<file path="src/rtl/eeg_feat_pkg.sv">
// Shared types and constants for the EEG epoch feature extractor.
// Features saturate when FEAT_SAT_EN is defined (see sat_s16).
package eeg_feat_pkg;

  typedef enum logic {
    ACC = 1'b0,
    FIN = 1'b1
  } state_t;

  localparam int FEAT_MEAN = 0;
  localparam int FEAT_MABS = 1;
  localparam int FEAT_MSQ  = 2;
  localparam int FEAT_MAX  = 3;
  localparam int FEAT_MIN  = 4;
  localparam int FEAT_P2P  = 5;
  localparam int FEAT_ZC   = 6;
  localparam int FEAT_LLEN = 7;

  localparam logic [15:0] SAT_MAX_S16 = 16'h7FFF;
  localparam int LOG2_WIN_DEFAULT = 8;

endpackage

</file>
<file path="src/rtl/sat_s16.sv">
// Narrows an unsigned feature value to 16 bits: clamps to 0x7FFF when
// FEAT_SAT_EN is defined, otherwise keeps the low 16 bits.
module sat_s16
  import eeg_feat_pkg::*;
#(
  parameter int W = 16
) (
  input  logic [W-1:0] din,
  output logic [15:0]  dout
);

  localparam int XW = (W > 16) ? W : 16;

  logic [XW-1:0] wide;
  assign wide = XW'(din);

`ifdef FEAT_SAT_EN
  assign dout = (wide > XW'(SAT_MAX_S16)) ? SAT_MAX_S16 : wide[15:0];
`else
  assign dout = wide[15:0];

  // Upper bits are intentionally dropped in the wrapping build.
  if (XW > 16) begin : g_sink
    logic unused_hi;
    assign unused_hi = ^wide[XW-1:16];
  end
`endif

endmodule

</file>
<file path="src/rtl/eeg_epoch_features.sv">
// Streaming per-epoch EEG statistics feeding the sleep-stage classifier.
// Optional saturation of overflow-capable features via FEAT_SAT_EN.
module eeg_epoch_features
  import eeg_feat_pkg::*;
#(
  parameter int LOG2_WIN = LOG2_WIN_DEFAULT
) (
  input  logic        clk,
  input  logic        rst_n,
  input  logic        s_valid,
  output logic        s_ready,
  input  logic [15:0] s_data,
  output logic        feat_valid,
  input  logic        feat_ready,
  output logic [15:0] feature0,
  output logic [15:0] feature1,
  output logic [15:0] feature2,
  output logic [15:0] feature3,
  output logic [15:0] feature4,
  output logic [15:0] feature5,
  output logic [15:0] feature6,
  output logic [15:0] feature7
);

  localparam int SW = 16 + LOG2_WIN;
  localparam int QW = 32 + LOG2_WIN;
  localparam int ZW = LOG2_WIN + 1;

  state_t state;

  logic [LOG2_WIN-1:0] cnt;
  logic signed [SW-1:0] sum_x;
  logic [SW-1:0]        sum_abs;
  logic [SW-1:0]        sum_llen;
  logic [QW-1:0]        sum_sq;
  logic signed [15:0]   max_x;
  logic signed [15:0]   min_x;
  logic signed [15:0]   prev_x;
  logic                 have_prev;
  logic [ZW-1:0]        zc;

  logic signed [15:0] x;
  logic signed [16:0] xw;
  logic signed [16:0] dw;
  logic [16:0]        xabs;
  logic [16:0]        dabs;
  logic signed [31:0] xsq;
  logic [16:0]        p2p;
  logic               take;
  logic               load;
  logic [15:0]        fnext [8];

  assign s_ready = (state == ACC);
  assign take    = s_valid && s_ready;
  assign load    = (state == FIN) && (!feat_valid || feat_ready);

  assign x    = s_data;
  assign xw   = 17'(x);
  assign xabs = xw[16] ? 17'(-xw) : 17'(xw);
  assign dw   = xw - 17'(prev_x);
  assign dabs = dw[16] ? 17'(-dw) : 17'(dw);
  assign xsq  = x * x;
  assign p2p  = 17'(max_x) - 17'(min_x);

  // Accumulator widths are sized so no epoch sum can overflow before the shift.
  assign fnext[FEAT_MEAN] = sum_x[SW-1:LOG2_WIN];
  assign fnext[FEAT_MAX]  = max_x;
  assign fnext[FEAT_MIN]  = min_x;

  sat_s16 #(.W(16)) u_sat_mabs (.din(sum_abs[SW-1:LOG2_WIN]),      .dout(fnext[FEAT_MABS]));
  sat_s16 #(.W(24)) u_sat_msq  (.din(sum_sq[QW-1:LOG2_WIN+8]),     .dout(fnext[FEAT_MSQ]));
  sat_s16 #(.W(17)) u_sat_p2p  (.din(p2p),                         .dout(fnext[FEAT_P2P]));
  sat_s16 #(.W(ZW)) u_sat_zc   (.din(zc),                          .dout(fnext[FEAT_ZC]));
  sat_s16 #(.W(16)) u_sat_llen (.din(sum_llen[SW-1:LOG2_WIN]),     .dout(fnext[FEAT_LLEN]));

  logic unused_lo;
  assign unused_lo = ^{sum_x[LOG2_WIN-1:0], sum_abs[LOG2_WIN-1:0],
                       sum_sq[LOG2_WIN+7:0], sum_llen[LOG2_WIN-1:0]};

  // Epoch datapath; the load edge starts a fresh epoch with nothing carried over.
  always_ff @(posedge clk) begin
    if (!rst_n || load) begin
      cnt       <= '0;
      sum_x     <= '0;
      sum_abs   <= '0;
      sum_sq    <= '0;
      sum_llen  <= '0;
      max_x     <= '0;
      min_x     <= '0;
      prev_x    <= '0;
      have_prev <= 1'b0;
      zc        <= '0;
    end else if (take) begin
      cnt       <= cnt + 1'b1;
      sum_x     <= sum_x + SW'(x);
      sum_abs   <= sum_abs + SW'(xabs);
      sum_sq    <= sum_sq + QW'(unsigned'(xsq));
      prev_x    <= x;
      have_prev <= 1'b1;
      if (!have_prev) begin
        max_x <= x;
        min_x <= x;
      end else begin
        if (x > max_x) max_x <= x;
        if (x < min_x) min_x <= x;
        if (x[15] != prev_x[15]) zc <= zc + 1'b1;
        sum_llen <= sum_llen + SW'(dabs);
      end
    end
  end

  // A load in FIN wins over the downstream acceptance clearing feat_valid.
  always_ff @(posedge clk) begin
    if (!rst_n) begin
      state      <= ACC;
      feat_valid <= 1'b0;
      feature0   <= '0;
      feature1   <= '0;
      feature2   <= '0;
      feature3   <= '0;
      feature4   <= '0;
      feature5   <= '0;
      feature6   <= '0;
      feature7   <= '0;
    end else begin
      if (feat_valid && feat_ready) feat_valid <= 1'b0;
      case (state)
        ACC: begin
          if (take && cnt == '1) state <= FIN;
        end
        FIN: begin
          if (load) begin
            state      <= ACC;
            feat_valid <= 1'b1;
            feature0   <= fnext[FEAT_MEAN];
            feature1   <= fnext[FEAT_MABS];
            feature2   <= fnext[FEAT_MSQ];
            feature3   <= fnext[FEAT_MAX];
            feature4   <= fnext[FEAT_MIN];
            feature5   <= fnext[FEAT_P2P];
            feature6   <= fnext[FEAT_ZC];
            feature7   <= fnext[FEAT_LLEN];
          end
        end
        default: state <= ACC;
      endcase
    end
  end

endmodule

</file>
<file path="config.mk">
export PLATFORM = sky130hd
export DESIGN_NAME = eeg_epoch_features
export DESIGN_NICKNAME = d
export VERILOG_FILES = /design/src/rtl/eeg_feat_pkg.sv /design/src/rtl/sat_s16.sv /design/src/rtl/eeg_epoch_features.sv
export SDC_FILE = /design/constraint.sdc
export NUM_CORES = 1
export LEC_CHECK = 0
export ABC_AREA = 1
export BUFFER_PORTS_ARGS = -buffer_cell sky130_fd_sc_hd__buf_2
export CORE_MARGIN = 2
export CORE_UTILIZATION = 35
export CTS_CLUSTER_DIAMETER = 150
export CTS_CLUSTER_SIZE = 25
export DETAILED_ROUTE_END_ITERATION = 6
export GPL_TIMING_DRIVEN = 1
export PLACE_DENSITY = 0.57
export SYNTH_ARGS = -nofsm -noshare
export SYNTH_HDL_FRONTEND = slang
export SYNTH_SLANG_ARGS = --single-unit
</file>
<file path="constraint.sdc">
create_clock -name clk -period 16.78 [get_ports clk]
set_input_delay 3.356 -clock clk [delete_from_list [all_inputs] [get_ports clk]]
set_output_delay 3.356 -clock clk [all_outputs]
set_load 0.02 [all_outputs]
</file>
==> run_results.csv, run 1 <==
group,metric,value,unit
job,drv_cap,0,
clock_tree,cts_max_path_buffers,3,
worst_setup_path,worstSetupStartpointType,"input port",
clock_tree,post_cts_buffers,0,
floorplan,die-area,81700,um^2
worst_setup_path,setup.worst_path.end,"sum_sq[31]$_SDFFE_PP0P_",
detailed_routing,wire_per_inst,15.2,um
finish,layout-drive-gt1-share,5.53,%
clock_tree,htreeDepth,1,
detailed_routing,totalWireLength,76100,um
finish,syn_to_final_growth,7.48,%
global_route,grt_pass1_wl,124000,um
finish,multi_input_area,18500,um^2
placement,place.gp.congestion,0.901,
synth,ys_top_cells_by_area,"dfxtp_1, fa_1, nand2_1, ha_1, inv_1",
clock_tree,holdBufCountCts,0,
synth,synth_cell_types,56,
detailed_routing,drt_first_pass_iters,7,
min_path,worstHoldPathCells,2,
detailed_routing,drt_iter0_drc,1221,
synth,synth_xor_area_share,3.81,%
synth,yosys.area_share.simple,21.2,%
synth,syn_avg_cell_area,7.13,um^2
global_route,grt-ovfl-total,0,
sta,fin_crit,10.98,ns
clock_tree,cts_inserted_buffers,15,
placement,portBuffers,142,
synth,synth_top_family_by_area,"adder cells",
worst_setup_path,path_class,"input port to flip-flop",
worst_setup_path,rr_endpoint,"sum_llen[22]$_SDFFE_PP0P_",
worst_setup_path,slowest_delay,0.72,ns
status,status,"complete, no violations",
synth,syn-cell-area,27800,um^2
detailed_routing,ant_nets,0,
sta,max-slew-margin-rel,34.4,%
worst_setup_path,required,17.27,ns
placement,dp_hpwl,58600,um
synth,synth_adder_area_share,28.6,%
clock_tree,cts_repair_resize_count,0,
synth,ys_seq_area_share,21.1,%
synth,synth_compound_area_share,12.6,%
sta,setup-tns-final,0,ns
global_route,grt_antenna_before_repair,2,
worst_setup_path,crit_top_cell,"nand2_1",
floorplan,core_area,78700,um^2
worst_setup_path,r2r_start,"prev_x[0]$_SDFFE_PP0P_",
global_route,grt_pass1_vias,22912,
floorplan,initial_utilization,35.3,%
floorplan,die_h,286,um
synth,ys_warn_count,0,
synth,async_reset_ff_share,0,%
clock_tree,cts-root-buf,"clkbuf_16",
sta,fmax,91.1,MHz
finish,final_common_cell,"nand2_1",
global_route,track_usage,18.7,%
synth,synth_top_area_share,21.1,%
sta,finalCritPeriodShare,65.4,%
sta,skew,0.0107,ns
sta,hold_viol,0,
detailed_routing,drc_errors,0,
clock_tree,insertion_delay,0.54,ns
worst_setup_path,worstPathArrival,11.46,ns
worst_setup_path,slowest_stage,"clkinv_1",
floorplan,chipWidth,286,um
detailed_routing,vias,23925,
floorplan,ioPinCount,150,
clock_tree,clkSinkCount,293,
worst_setup_path,end_kind,"flip-flop",
finish,n_fill_cell,8501,
finish,regArea,5870,um^2
synth,yosys.area.top_type,"dfxtp_1",
worst_setup_path,r2r_setup_slack,12.33,ns
sta,setup_viol,0,
worst_setup_path,r2r.worst_path.cells,22,
clock_tree,clk_pin_slew_worst_paths,0.10,ns
worst_setup_path,setup.worst_path.start,"s_data[15]",
worst_setup_path,cp_max_fo,42,
floorplan,rows,103,
sta,worst_slew_pin_slew,0.980,ns
clock_tree,cts_tree,"built",
sta,rsz0062_at_grt,"no",
detailed_routing,vias_per_cell,4.77,
global_route,grt_max_degree,196,
synth,synth-main-ff-cell,"dfxtp_1",
min_path,hp-class,"flip-flop to flip-flop",
finish,layout_common_cells,"nand2_1, inv_1, nor2_1",
synth,syn-instance-count,3900,
finish,nNetsFinal,4466,
synth,synth_edf_count,0,
synth,ys_seq_elements,293,
synth,synthMuxAreaShare,0.0360,%
sta,slew_viol_final,0,
## worst max-delay path, delay by kind of cell
| family | cells | cell delay, ns |
|---|---|---|
| fa+ha+maj | 8 | 3.79 |
| buf+inv | 9 | 1.57 |
| simple gates | 19 | 2.20 |
| compound gates | 3 | 0.51 |
## synthesized netlist by cell type, drive strengths merged, types with 30 or more instances
cell and n:
inv 798, clkbuf 74, ha 244, nand3 150
o21ai 250, fa 244, nor2 302, xnor2 39
a21oi 280, xor2 78, dfxtp 293, buf 47
nor3 40, nand4 30, nand2 870
## area by class of cell
type,instances,area share (%)
Clock buffer,16,1.27
Multi-Input combinational cell,2693,61.8
Clock inverter,3,0.0628
Inverter,800,10.1
Timing Repair Buffer,155,2.75
Tap cell,1050,4.40
Antenna cell,2,0.0168
Sequential cell,293,19.6
## stage by stage
stage | utilization (%) | cell area (um^2) | cells | setup WS, ns | hold WS, ns
after floorplan | - | 27800 | 3907 | 6.62 | 0.441
after global placement | 37.4 | 29500 | 4991 | 5.29 | 0.434
after detailed placement | 37.4 | 29500 | 4991 | 5.20 | 0.435
after CTS | 37.9 | 29900 | 5010 | 5.78 | 0.456
after global routing | 37.9 | 29900 | 5012 | 5.16 | 0.469
final | 37.9 | 29900 | 5012 | 5.80 | 0.455
## routing by layer
metal	GRT usage (%)	wire [um]	vias up
met5	0	0	-
met3	1.44	2370	63
met2	31.3	35800	375
li1	-	-	12243
met1	26.6	36900	11244
met4	3.10	1110	0
## worst min path at each step
stage	from	end	slack (ns)
6_report	feature1[6]$_SDFFE_PN0P_	feature1[6]$_SDFFE_PN0P_	0.46
3_5_place_dp	feature1[6]$_SDFFE_PN0P_	feature1[6]$_SDFFE_PN0P_	0.43
4_1_cts	feature1[6]$_SDFFE_PN0P_	feature1[6]$_SDFFE_PN0P_	0.46
2_1_floorplan	prev_x[14]$_SDFFE_PP0P_	prev_x[14]$_SDFFE_PP0P_	0.44
5_1_grt	feature7[1]$_SDFFE_PN0P_	feature7[1]$_SDFFE_PN0P_	0.47
3_3_place_gp	feature1[6]$_SDFFE_PN0P_	feature1[6]$_SDFFE_PN0P_	0.43
## flip-flops by register name, summed over array words and instances, names as in the netlist, 8 cells and up
signal and count:
feature6 9, feature5 16, feature4 16, min_x 16, sum_abs 24, cnt 8, max_x 16, sum_sq 32
feature2 16, prev_x 16, feature3 16, feature7 16, zc 9, feature0 16, sum_x 24, feature1 16
sum_llen 24
## cells by family (layout without fill, tap and decap cells)
group,count (synthesis),in the layout
simple gates,1436,1436
buf+inv,921,974
compound gates,643,643
fa+ha+maj,488,488
flops,293,293
xor+xnor,117,117
other cells,1,10
mux,1,1
Power of run 1 is not shown: default switching activity piles up to over one toggle a cycle in this logic, so the estimate is an artifact.
==> run 2, diff against run 1 <==
ABC_AREA = 0   (was 1)
PLACE_DENSITY = 0.58   (was 0.57)
clock period = 9.9 ns   (was 16.78 ns; I/O delays follow)
==> run 2 against run 1 <==
Against the previous run: hold slack improved by 0.0049 ns; worst setup slack got worse by 5.2 ns; die area fell by 3.7%; register-to-register slack got worse by 8.3 ns; critical endpoint unchanged; clock skew rose by 0.017 ns.
==> run_results.csv, run 2 <==
group,metric,value,unit
synth,ys_top_cells_by_area,"dfxtp_1, fa_1, ha_1, nand2_1, inv_1",
worst_setup_path,slowest_stage,"fa_1",
clock_tree,cts_tree,"built",
finish,n_fill_cell,7852,
worst_setup_path,cp_max_fo,10,
worst_setup_path,worstSetupStartpointType,"input port",
sta,setup_viol,0,
finish,syn_to_final_growth,9.25,%
clock_tree,clk_pin_slew_worst_paths,0.11,ns
synth,synth_top_area_share,21.9,%
worst_setup_path,r2r.worst_path.cells,22,
synth,syn_avg_cell_area,8.25,um^2
detailed_routing,met2_length,34800,um
floorplan,initial_utilization,35.3,%
worst_setup_path,required,10.35,ns
synth,synth_most_common_cell,"nand2_1",
worst_setup_path,path_class,"input port to flip-flop",
detailed_routing,ant_nets,0,
synth,ys_seq_elements,293,
finish,multi_input_area,18800,um^2
finish,final_common_cell,"nand2_1",
clock_tree,cts_max_path_buffers,3,
detailed_routing,top_layer,"met5",
sta,worst_slew_pin_slew,1.15,ns
global_route,grt_pass1_vias,21523,
finish,layout-drive-gt1-share,8.05,%
synth,synth_edf_count,0,
sta,fin_crit,9.28,ns
global_route,grt_pass1_wl,115000,um
finish,largest_register,"sum_sq",
worst_setup_path,r2r_setup_slack,4.01,ns
detailed_routing,wirelength_met1,32100,um
status,status,"complete, no violations",
synth,syn-instance-count,3246,
finish,regArea,5870,um^2
floorplan,ioPinCount,150,
sta,max-slew-margin-rel,23.1,%
worst_setup_path,end_kind,"flip-flop",
detailed_routing,vias,21544,
global_route,track_usage,18.0,%
clock_tree,cts_inserted_buffers,16,
synth,ys_warn_count,0,
clock_tree,cts_repair_resize_count,0,
worst_setup_path,setup.worst_path.end,"sum_sq[31]$_SDFFE_PP0P_",
worst_setup_path,setup.worst_path.start,"s_data[7]",
placement,dp_hpwl,54100,um
finish,fin_util,38.6,%
sta,fmax,108,MHz
floorplan,die-area,78700,um^2
synth,ys_seq_area_share,21.9,%
global_route,grt_antenna_before_repair,3,
worst_setup_path,rr_endpoint,"sum_llen[23]$_SDFFE_PP0P_",
clock_tree,htreeDepth,1,
finish,layout_common_cells,"nand2_1, inv_1, dfxtp_1",
detailed_routing,drt_first_pass_iters,5,
floorplan,core_area,75800,um^2
sta,finalCritPeriodShare,93.7,%
placement,place.gp.congestion,0.851,
detailed_routing,drt_iter0_drc,1109,
clock_tree,insertion_delay,0.55,ns
sta,hold_viol,0,
clock_tree,cts-root-buf,"clkbuf_16",
sta,setup-tns-final,0,ns
floorplan,chipWidth,281,um
synth,syn-cell-area,26800,um^2
clock_tree,post_cts_buffers,0,
floorplan,rows,101,
job,drv_cap,0,
worst_setup_path,r2r_start,"prev_x[0]$_SDFFE_PP0P_",
clock_tree,holdBufCountCts,0,
detailed_routing,wl_met3,2100,um
global_route,grt_max_degree,127,
detailed_routing,wire_per_inst,16.3,um
min_path,hp-class,"flip-flop to flip-flop",
finish,nNetsFinal,3846,
finish,largest_reg_flops,32,
synth,synthTopCellsByCount,"nand2_1, inv_1, dfxtp_1, fa_1, ha_1",
global_route,grt-ovfl-total,0,
sta,slew_viol_final,0,
worst_setup_path,worstPathArrival,9.73,ns
synth,synth-main-ff-cell,"dfxtp_1",
synth,yosys.area.top_type,"dfxtp_1",
floorplan,die_h,281,um
detailed_routing,vias_per_cell,4.99,
clock_tree,clkSinkCount,293,
synth,async_reset_ff_share,0,%
detailed_routing,totalWireLength,70200,um
sta,rsz0062_at_grt,"no",
synth,synth_cell_types,77,
detailed_routing,drc_errors,0,
sta,skew,0.0275,ns
worst_setup_path,slowest_delay,0.56,ns
placement,portBuffers,142,
-- run 2: final cells by class --
class                           instances  area share, %
Antenna cell                            1        0.00856
Clock inverter                          3          0.141
Tap cell                              978           4.18
Clock buffer                           17           1.45
Timing Repair Buffer                  218           4.52
Multi-Input combinational cell       2389           64.2
Sequential cell                       293           20.1
Inverter                              420           5.39
-- run 2: worst min path at each step --
stage | start | end | slack, ns | depth (start not counted)
2_1_floorplan | sum_x[3]$_SDFFE_PP0P_ | sum_x[3]$_SDFFE_PP0P_ | 0.44 | 2
5_1_grt | prev_x[4]$_SDFFE_PP0P_ | prev_x[4]$_SDFFE_PP0P_ | 0.48 | 2
3_5_place_dp | prev_x[11]$_SDFFE_PP0P_ | prev_x[11]$_SDFFE_PP0P_ | 0.45 | 2
6_report | prev_x[11]$_SDFFE_PP0P_ | prev_x[11]$_SDFFE_PP0P_ | 0.46 | 2
3_3_place_gp | prev_x[12]$_SDFFE_PP0P_ | prev_x[12]$_SDFFE_PP0P_ | 0.44 | 2
4_1_cts | prev_x[11]$_SDFFE_PP0P_ | prev_x[11]$_SDFFE_PP0P_ | 0.46 | 2
-- run 2: critical path: cells and delay by family --
family,cells,cell delay (ns)
adder cells (fa/ha/maj),8,3.38
AO/OA/AOI/OAI,12,2.35
buffers and inverters,7,0.86
AND/OR/NAND/NOR,4,0.61
XOR/XNOR,2,0.53
-- run 2: logic make-up after synthesis --
logic type / count (synthesis) / share of synthesized area (%)
xor gates and xnor gates: 176 / 5.81
DFF: 293 / 21.9
other: 1 / 0.0140
and+or+nand+nor: 1018 / 16.9
AOI/OAI and AO/OA: 662 / 16.2
muxes: 37 / 1.39
buffers and inverters: 571 / 8.12
adders and majority gates: 488 / 29.7
-- run 2: per-stage QoR --
stage | instance area, um^2 | std cells | hold WS [ns] | setup WS, ns
after floorplan | 26800 | 3253 | 0.436 | 0.231
after global placement | 28800 | 4298 | 0.442 | 0.168
after detailed placement | 28800 | 4298 | 0.447 | 0.0849
after CTS | 29200 | 4318 | 0.463 | 0.639
after global routing | 29200 | 4318 | 0.479 | 0.108
final | 29200 | 4319 | 0.460 | 0.620
-- run 2: layer usage --
metal  global-route usage [%]  vias to the layer above
met5                        0                        -
met4                     3.44                        2
met3                     1.62                       60
met2                     32.3                      295
met1                     23.7                    10331
li1                         -                    10856
Power of run 2 is left out for the same reason.
==> run 3, diff against run 2 <==
PLACE_DENSITY = 0.57   (was 0.58)
SYNTH_HIERARCHICAL = 1   (was unset)
clock period = 11.85 ns   (was 9.9 ns; I/O delays follow)
==> run 3 against run 2 <==
Against the previous run: synthesized cell count is 4.3% higher; utilization shrank 0.97 points; global-route usage decreased by 0.32 points; wire length up 4.0%; register-to-register slack better by 2.1 ns; sequential cell count is 7 higher; final area about the same; critical path depth down 1; sequential share of layout area increased by 0.49 points; count of clock-buffer cells in the layout stayed put; synthesized area grew 3.0%; via count increased by 1.9%; critical endpoint is now sum_sq[26]$_SDFFE_PP0P_; highest routed layer is now met4.
==> run_results.csv, run 3 <==
group,metric,value,unit
clock_tree,cts_inserted_buffers,16,
sta,worst_slew_pin_slew,0.992,ns
worst_setup_path,path_class,"input port to flip-flop",
worst_setup_path,end_kind,"flip-flop",
worst_setup_path,slowest_stage,"buf_2",
detailed_routing,totalWireLength,73000,um
floorplan,rows,102,
global_route,grt_pass1_wl,117000,um
sta,fin_crit,9.91,ns
global_route,track_usage,17.7,%
clock_tree,clkSinkCount,300,
sta,fmax,101,MHz
finish,fin_cells,4411,
detailed_routing,vias_per_cell,4.98,
worst_setup_path,slowest_delay,0.68,ns
finish,n_fill_cell,8137,
detailed_routing,drc_errors,0,
floorplan,ioPinCount,150,
worst_setup_path,crit_top_cell,"inv_1",
min_path,hp-class,"flip-flop to flip-flop",
clock_tree,cts_tree,"built",
floorplan,die-area,81100,um^2
clock_tree,htreeDepth,1,
placement,dp_slack,1.49,ns
floorplan,core_area,77700,um^2
finish,largest_register,"sum_sq",
detailed_routing,drt_first_pass_iters,7,
sta,slew_viol_final,0,
worst_setup_path,worstSetupStartpointType,"input port",
sta,setup_viol,0,
clock_tree,cts_repair_resize_count,0,
synth,syn-cell-area,27600,um^2
floorplan,initial_utilization,35.5,%
clock_tree,insertion_delay,0.55,ns
global_route,grt_max_degree,89,
detailed_routing,wire_per_inst,16.5,um
global_route,grt_pass1_vias,21209,
status,status,"complete, no violations",
detailed_routing,vias,21954,
worst_setup_path,setup.worst_path.start,"s_data[6]",
sta,hold_viol,0,
finish,syn_to_final_growth,5.95,%
sta,rsz0062_at_grt,"no",
clock_tree,post_cts_buffers,0,
global_route,grt_antenna_before_repair,2,
floorplan,die_h,285,um
clock_tree,clk_pin_slew_worst_paths,0.11,ns
sta,finalCritPeriodShare,83.7,%
global_route,grt-ovfl-total,0,
placement,dp.cells,4390,
job,drv_cap,0,
worst_setup_path,cp_max_fo,28,
finish,layout_common_cells,"nand2_1, inv_1, dfxtp_1",
worst_setup_path,required,12.27,ns
sta,setup-tns-final,0,ns
worst_setup_path,worstPathArrival,10.33,ns
detailed_routing,ant_nets,0,
finish,nNetsFinal,3877,
synth,syn-instance-count,3387,
clock_tree,cts_max_path_buffers,3,
finish,final_common_cell,"nand2_1",
finish,layout-drive-gt1-share,6.83,%
sta,skew,0.0262,ns
synth,syn_avg_cell_area,8.14,um^2
placement,portBuffers,149,
finish,largest_reg_flops,32,
worst_setup_path,r2r_start,"prev_x[0]$_SDFFE_PP0P_",
detailed_routing,drt_iter0_drc,1056,
placement,place.gp.congestion,0.833,
floorplan,chipWidth,285,um
placement,dp_hpwl,56000,um
min_path,worstHoldStart,"prev_x[7]$_SDFFE_PP0P_",
clock_tree,holdBufCountCts,0,
synth,ys_warn_count,6,
clock_tree,cts-root-buf,"clkbuf_16",
sta,max-slew-margin-rel,33.1,%
sta,fin_ws,1.94,ns
[run 3: cell types whose count changed in the layout (fill, tap and decap cells not counted), moves of 14 or more]
cell	change
inv_1	+19
buf_4	-45
o21ai_0	+23
nand2_1	+22
mux2i_1	-16
a21oi_1	+18
nor4_1	-16
xor2_1	-27
a311o_1	-16
a21boi_0	+18
or3_1	+14
[run 3: final timing paths]
kind,to,slack (ns),cells past startpoint
worst max register to register,sum_llen[22]$_SDFFE_PP0P_,6.14,21
worst min register to register,prev_x[7]$_SDFFE_PP0P_,0.46,2
worst max-delay path,sum_sq[26]$_SDFFE_PP0P_,1.94,32
worst min-delay path,prev_x[7]$_SDFFE_PP0P_,0.46,2
[run 3: metrics by stage]
| stage | hold slack (ns) | cell area, um^2 | util [%] |
|---|---|---|---|
| after detailed placement | 0.447 | 28800 | 37.0 |
| final | 0.460 | 29200 | 37.6 |
| after global routing | 0.481 | 29200 | 37.6 |
| after global placement | 0.442 | 28800 | 37.0 |
| after floorplan | 0.436 | 27600 | - |
| after CTS | 0.463 | 29200 | 37.6 |
[run 3: critical path: cells and delay by family]
kind                     cells  cell delay [ns]
AO/OA/AOI/OAI                8             1.55
XOR/XNOR                     1             0.34
adder cells (fa/ha/maj)      8             3.20
buffers and inverters        7             1.02
AND/OR/NAND/NOR              8             1.82
[run 3: cell type report]
cell class	instances	area [um^2]	area share (%)
inverter	435	1630	5.59
sequential	300	6010	20.6
clock buffer	17	425	1.46
antenna	2	5.00	0.0171
multi-input combinational	2438	18900	64.6
tap	1040	1300	4.45
clock inverter	2	28.8	0.0985
timing repair buffer	177	958	3.28
[run 3: routing by layer]
metal	share of wire, %	up-vias	GRT usage, %
met5	0	-	0
met4	1.9	0	3.87
met3	3.2	65	1.66
met2	47	318	29.8
met1	48	10540	24.6
li1	-	11031	-
Power of run 3 is left out for the same reason.
